==> config.mk <==
export PLATFORM = sky130hd
export DESIGN_NAME = smart_outport_arbiter
export DESIGN_NICKNAME = d
export VERILOG_FILES = /design/src/rtl/smart_outport_arbiter_pkg.sv /design/src/rtl/smart_rr_arbiter.sv /design/src/rtl/smart_outport_arbiter.sv
export SDC_FILE = /design/constraint.sdc
export NUM_CORES = 1
export LEC_CHECK = 0
export BUFFER_PORTS_ARGS = -buffer_cell sky130_fd_sc_hd__buf_2
export CAP_MARGIN = 30
export CORE_MARGIN = 2
export CORE_UTILIZATION = 30
export CTS_BUF_LIST = sky130_fd_sc_hd__clkbuf_4 sky130_fd_sc_hd__clkbuf_8
export DETAILED_ROUTE_END_ITERATION = 12
export PLACE_DENSITY = 0.63
export SYNTH_ARGS = -nofsm -noshare
export SYNTH_HDL_FRONTEND = slang
export SYNTH_HIERARCHICAL = 1
export SYNTH_SLANG_ARGS = --single-unit
==> constraint.sdc <==
create_clock -name clk -period 9.3 [get_ports clk]
set_input_delay 0.465 -clock clk [delete_from_list [all_inputs] [get_ports clk]]
set_output_delay 0.465 -clock clk [all_outputs]
set_load 0.02 [all_outputs]
==> src/rtl/smart_outport_arbiter_pkg.sv <==
// Shared types and constants for the SMART router output-port scheduler.
// The ARB_FIXED_PRIORITY_EN macro selects fixed-priority arbitration instead of round-robin.
package smart_outport_arbiter_pkg;

    typedef enum logic [2:0] {
        EAST  = 3'd0,
        SOUTH = 3'd1,
        WEST  = 3'd2,
        NORTH = 3'd3,
        LOCAL = 3'd4
    } Direction;

    localparam int NUM_DIRECTIONS       = 5;
    localparam int RT_FLIT_SIZE         = 17;
    localparam int OUTPORT_CREDIT_DEPTH = 4;

    typedef logic [$clog2(NUM_DIRECTIONS)-1:0]         ArbReqId;
    typedef logic [$clog2(OUTPORT_CREDIT_DEPTH+1)-1:0] CreditCount;

    // Next round-robin start index: one past the winner, wrapping to 0.
    function automatic int wrap_inc(input int idx, input int n);
        return (idx + 1 >= n) ? 0 : idx + 1;
    endfunction

endpackage

==> src/rtl/smart_rr_arbiter.sv <==
// Combinational requester picker: round-robin from ptr_i (ArbiterType RR) by default,
// or lowest-index-wins (ArbiterType FIXED) when ARB_FIXED_PRIORITY_EN is defined.
module smart_rr_arbiter
    import smart_outport_arbiter_pkg::*;
#(
    parameter  int NUM_REQ = NUM_DIRECTIONS,
    localparam int IW      = (NUM_REQ > 1) ? $clog2(NUM_REQ) : 1
) (
    input  logic [NUM_REQ-1:0] req_i,
    input  logic [IW-1:0]      ptr_i,
    output logic [NUM_REQ-1:0] grant_o,
    output logic [IW-1:0]      winner_o
);

    logic [IW-1:0] idx_s;
    logic          found_s;
    logic          hit_s;
    int            sum_s;

    // Scan requesters in priority order; the first pending one wins.
    always_comb begin
        grant_o  = '0;
        winner_o = '0;
        found_s  = 1'b0;
        hit_s    = 1'b0;
        idx_s    = '0;
        sum_s    = 0;
        for (int i = 0; i < NUM_REQ; i++) begin
`ifdef ARB_FIXED_PRIORITY_EN
            sum_s = i;
`else
            sum_s = (int'(ptr_i) + i >= NUM_REQ) ? int'(ptr_i) + i - NUM_REQ : int'(ptr_i) + i;
`endif
            idx_s          = IW'(sum_s);
            hit_s          = req_i[idx_s] & ~found_s;
            grant_o[idx_s] = grant_o[idx_s] | hit_s;
            winner_o       = hit_s ? idx_s : winner_o;
            found_s        = found_s | hit_s;
        end
    end

endmodule

==> src/rtl/smart_outport_arbiter.sv <==
// Output-port scheduler: arbitrates NUM_REQ requesters onto one registered link under
// downstream credit flow control. ARB_FIXED_PRIORITY_EN removes the round-robin pointer.
module smart_outport_arbiter
    import smart_outport_arbiter_pkg::*;
#(
    parameter  int NUM_REQ    = NUM_DIRECTIONS,
    parameter  int DATA_WIDTH = RT_FLIT_SIZE,
    parameter  int BUF_DEPTH  = OUTPORT_CREDIT_DEPTH,
    localparam int IW         = (NUM_REQ > 1) ? $clog2(NUM_REQ) : 1,
    localparam int CW         = $clog2(BUF_DEPTH + 1)
) (
    input  logic                                clk,
    input  logic                                reset,
    input  logic                                enable,
    input  logic [NUM_REQ-1:0]                  req_valid,
    input  logic [NUM_REQ-1:0][DATA_WIDTH-1:0]  req_flit,
    output logic [NUM_REQ-1:0]                  req_grant,
    output logic                                out_valid,
    output logic [DATA_WIDTH-1:0]               out_flit,
    output logic [IW-1:0]                       out_src,
    input  logic                                credit_in,
    output logic [CW-1:0]                       credit_count,
    output logic                                credit_err
);

    logic [NUM_REQ-1:0]    arb_grant_s;
    logic [IW-1:0]         arb_winner_s;
    logic [IW-1:0]         ptr_s;
    logic                  grant_s;
    logic [CW-1:0]         credit_q, credit_d;
    logic                  credit_err_q, credit_err_d;
    logic                  out_valid_q;
    logic [DATA_WIDTH-1:0] out_flit_q;
    logic [IW-1:0]         out_src_q;

    smart_rr_arbiter #(.NUM_REQ(NUM_REQ)) u_arb (
        .req_i    (req_valid),
        .ptr_i    (ptr_s),
        .grant_o  (arb_grant_s),
        .winner_o (arb_winner_s)
    );

    // Only the registered credit count gates a grant; a same-cycle credit_in does not.
    assign grant_s   = ~reset & enable & (|req_valid) & (credit_q != '0);
    assign req_grant = grant_s ? arb_grant_s : '0;

`ifdef ARB_FIXED_PRIORITY_EN
    assign ptr_s = '0;
`else
    logic [IW-1:0] ptr_q, ptr_d;

    assign ptr_d = grant_s ? IW'(wrap_inc(int'(arb_winner_s), NUM_REQ)) : ptr_q;
    assign ptr_s = ptr_q;

    // Round-robin start pointer.
    always_ff @(posedge clk or posedge reset) begin
        if (reset) begin
            ptr_q <= '0;
        end else begin
            ptr_q <= ptr_d;
        end
    end
`endif

    // Credit update; a return while already full saturates and flags an error.
    always_comb begin
        credit_d     = credit_q;
        credit_err_d = credit_err_q;
        case ({grant_s, credit_in})
            2'b10: begin
                credit_d = credit_q - CW'(1);
            end
            2'b01: begin
                if (credit_q == CW'(BUF_DEPTH)) begin
                    credit_err_d = 1'b1;
                end else begin
                    credit_d = credit_q + CW'(1);
                end
            end
            default: begin
                credit_d = credit_q;
            end
        endcase
    end

    // Credit counter and sticky error flag.
    always_ff @(posedge clk or posedge reset) begin
        if (reset) begin
            credit_q     <= CW'(BUF_DEPTH);
            credit_err_q <= 1'b0;
        end else begin
            credit_q     <= credit_d;
            credit_err_q <= credit_err_d;
        end
    end

    // Link output register; flit and source hold when no grant.
    always_ff @(posedge clk or posedge reset) begin
        if (reset) begin
            out_valid_q <= 1'b0;
            out_flit_q  <= '0;
            out_src_q   <= '0;
        end else begin
            out_valid_q <= grant_s;
            if (grant_s) begin
                out_flit_q <= req_flit[arb_winner_s];
                out_src_q  <= arb_winner_s;
            end else begin
                out_flit_q <= out_flit_q;
                out_src_q  <= out_src_q;
            end
        end
    end

    assign out_valid    = out_valid_q;
    assign out_flit     = out_flit_q;
    assign out_src      = out_src_q;
    assign credit_count = credit_q;
    assign credit_err   = credit_err_q;

endmodule

==> impl_metrics.py <==
metrics = {
    "die": {
        "core_area_sq_um": 10940,
        "io_pins": 124,
        "initial_utilization_pct": 30.97,
        "rows": 38,
        "die-area_sq_um": 12160,
        "fp.dieW_um": 110.3,
        "die_y_um": 110.3,
    },
    "route": {
        "firstDrtPassIters": 5,
        "viasPerCell": 5.785,
        "vias": 3749,
        "wl_mm": 11.21,
        "drtAntennaViolNets": 0,
        "drtIter0Drc": 353,
        "remaining_drc_errors": 0,
        "post_drt_wl_per_cell_um": 17.29,
    },
    "setup_path": {
        "regToRegSetupSlack_ns": 3.87,
        "crit_path_max_fanout": 37,
        "reg2reg_from": "ptr_q[0]",
        "startpoint_type": "register",
        "path_class": "reg2reg",
        "worstRegToRegCells": 18,
        "critPathLaunch": "ptr_q[0]",
        "r2r_end": "out_flit[15]",
        "arrival_ns": 5.64,
        "critPathRequiredTime_ns": 9.51,
        "critPathCaptureType": "register",
    },
    "global_route": {
        "antenna_found_initial": 0,
        "grt_pass1_wl_mm": 17.42,
        "grt_start_max_net_pins": 38,
        "grt_pass1_vias": 3485,
        "grt_use_total_pct": 17.92,
        "globalRouteOverflowTotal": 0,
    },
    "synth": {
        "ys_warn_count": 6,
        "synth-edff-count": 0,
        "seq_area_frac_synth_pct": 20.72,
        "synth_top_cell_by_area": "dfrtp_1",
        "yosysUniqueCellTypes": 81,
        "synth.avg_cell_area_sq_um": 8.467,
        "netlist.area_leader.share_pct": 19.95,
        "synthFlopType": "dfrtp_1",
        "synth_cells": 400,
        "async_reset_ff_share_pct": 100.0,
        "ys_seq_elements": 28,
        "netlist_area_sq_um": 3387,
        "ys_top_cells_by_area": "dfrtp_1 20%, mux4_2 11%, nor2_1 6.2%",
        "synth_nets": 506,
    },
    "sta": {
        "rsz0062_at_grt": "no",
        "tightest_slew_ns": 1.049,
        "maxSlewHeadroom_pct": 29.66,
        "fin_worst_skew_ns": 0.006055,
        "fmax_ghz": 0.1842,
        "fin_setup_tns_ns": 0,
        "drv_slew": 0,
        "final-hold-violation-count": 0,
        "setup_violations": 0,
        "period_share_pct": 58.36,
        "fin_crit_ns": 5.428,
    },
    "cells_and_area": {
        "finalNetCount": 615,
        "diodes": 0,
        "final_area_sq_um": 4163,
        "drive_gt1_share_pct": 33.86,
        "syn_to_final_growth_pct": 22.90,
    },
    "clock_network": {
        "cts_tree": "built",
        "clkSinkCount": 28,
        "cts_max_level": 1,
        "numCtsBuffers": 3,
        "clk_pin_slew_ns": 0.10,
        "cts_setup_buffers": 0,
        "cts_hold_buffers": 0,
        "clk_latency_ns": 0.28,
        "cts_resized": 0,
        "clock_path_buffers": 2,
        "cts-root-buf": "clkbuf_8",
    },
    "worst_hold_path": {
        "hp-class": "in2async",
    },
    "placement": {
        "dpl.hpwl_mm": 8.783,
        "place_area_sq_um": 4108,
        "finalWeightedCongestion": 1.052,
        "numPortBuffers": 123,
    },
    "run": {
        "maxCapViolations": 0,
    },
    "outcome": {
        "outcome": "finished clean",
    },
}
[routing by layer]
metal  share of wire, %  track usage, %  vias up
met4                1.5           3.125        0
met2                 48           28.88      177
li1                   -               -     1745
met5                  0               0        -
met3                6.7           3.057       17
met1                 44           25.50     1810
[critical path: stages, from the launching register on]
cell and delay (ns):
dfrtp_1 0.37, buf_4 0.24, inv_2 0.24, ha_1 0.22
inv_1 0.06, fa_1 0.47, nand2b_1 0.21, o21ai_1 0.30
a21boi_1 0.41, a22oi_1 0.17, o211ai_2 0.19, o211ai_1 0.16
o31ai_1 0.43, o22ai_1 0.18, o21ai_1 0.21, inv_2 0.22
nor3_2 0.88, a221oi_1 0.23, nor2_1 0.14
[layout by cell type (no fill, tap or decap), drive strengths merged, types with 9 or more instances in the layout]
cell | netlist | routed
nand2b | 10 | 10
a21oi | 19 | 19
nor2 | 56 | 56
nand3 | 9 | 9
dfrtp | 27 | 27
nand2 | 21 | 21
mux4 | 17 | 17
o21ai | 26 | 26
a221oi | 19 | 19
ha | 10 | 10
nor3 | 9 | 9
buf | 19 | 127
inv | 25 | 25
[Yosys cell counts (4+ instances only)]
cell      instances
o21ai_0          17
a22o_1            4
nand3_1           9
nand2_1          21
mux4_2           17
buf_2            13
a31oi_1           5
and3_1            7
nor2b_1           7
inv_1            22
and2_1            7
nor2_1           56
o211ai_1          5
a22oi_1           4
o21ai_1           9
clkbuf_1          4
ha_1             10
a211oi_1          6
nor3_1            8
mux2i_1           6
xnor2_1           5
dfrtp_1          27
a221oi_1         17
nand2b_1         10
a21oi_1          18
buf_4             4
[through the flow]
stage	std cells	utilization, %	hold slack [ns]	setup slack (ns)
after floorplan	400	-	0.5297	4.818
after global placement	643	37.31	0.4458	4.153
after detailed placement	644	37.56	0.4279	4.021
after CTS	648	38.07	0.1208	4.024
after global routing	648	38.07	0.1179	3.491
final	648	38.07	0.1056	3.872
[worst max-delay path by stage]
stage,to,slack [ns],cells after the start
finish,out_flit[15],3.87,18
floorplan,ptr_q[1],4.82,22
global route,out_flit[16],3.49,18
global placement,out_flit[10],4.15,18
CTS,out_flit[14],4.02,18
detailed placement,out_flit[15],4.02,18
[cell families after synthesis]
logic type | count (synthesis) | synth area share (%)
fa+ha+maj | 12 | 4.876
buf+inv | 48 | 6.464
mux | 26 | 14.15
xor+xnor | 5 | 1.293
compound gates | 134 | 30.59
simple gates | 147 | 21.91
flops | 28 | 20.72
[flip-flops by register name, indices dropped and copies added, names as in the netlist]
| register | cells |
|---|---|
| ptr_q | 3 |
| out_valid | 1 |
| credit_err | 1 |
| credit_count | 3 |
| out_flit | 17 |
| out_src | 3 |
[cell type report]
class	instances	area (sq um)
fill	1125	6773
multi-input combinational	324	2471
sequential	28	701.9
timing repair buffer	127	665.6
tap	140	175.2
inverter	25	93.84
clock buffer	4	55.05
Power is not shown: default switching activity piles up to over one toggle a cycle in this logic, so the estimate is an artifact.
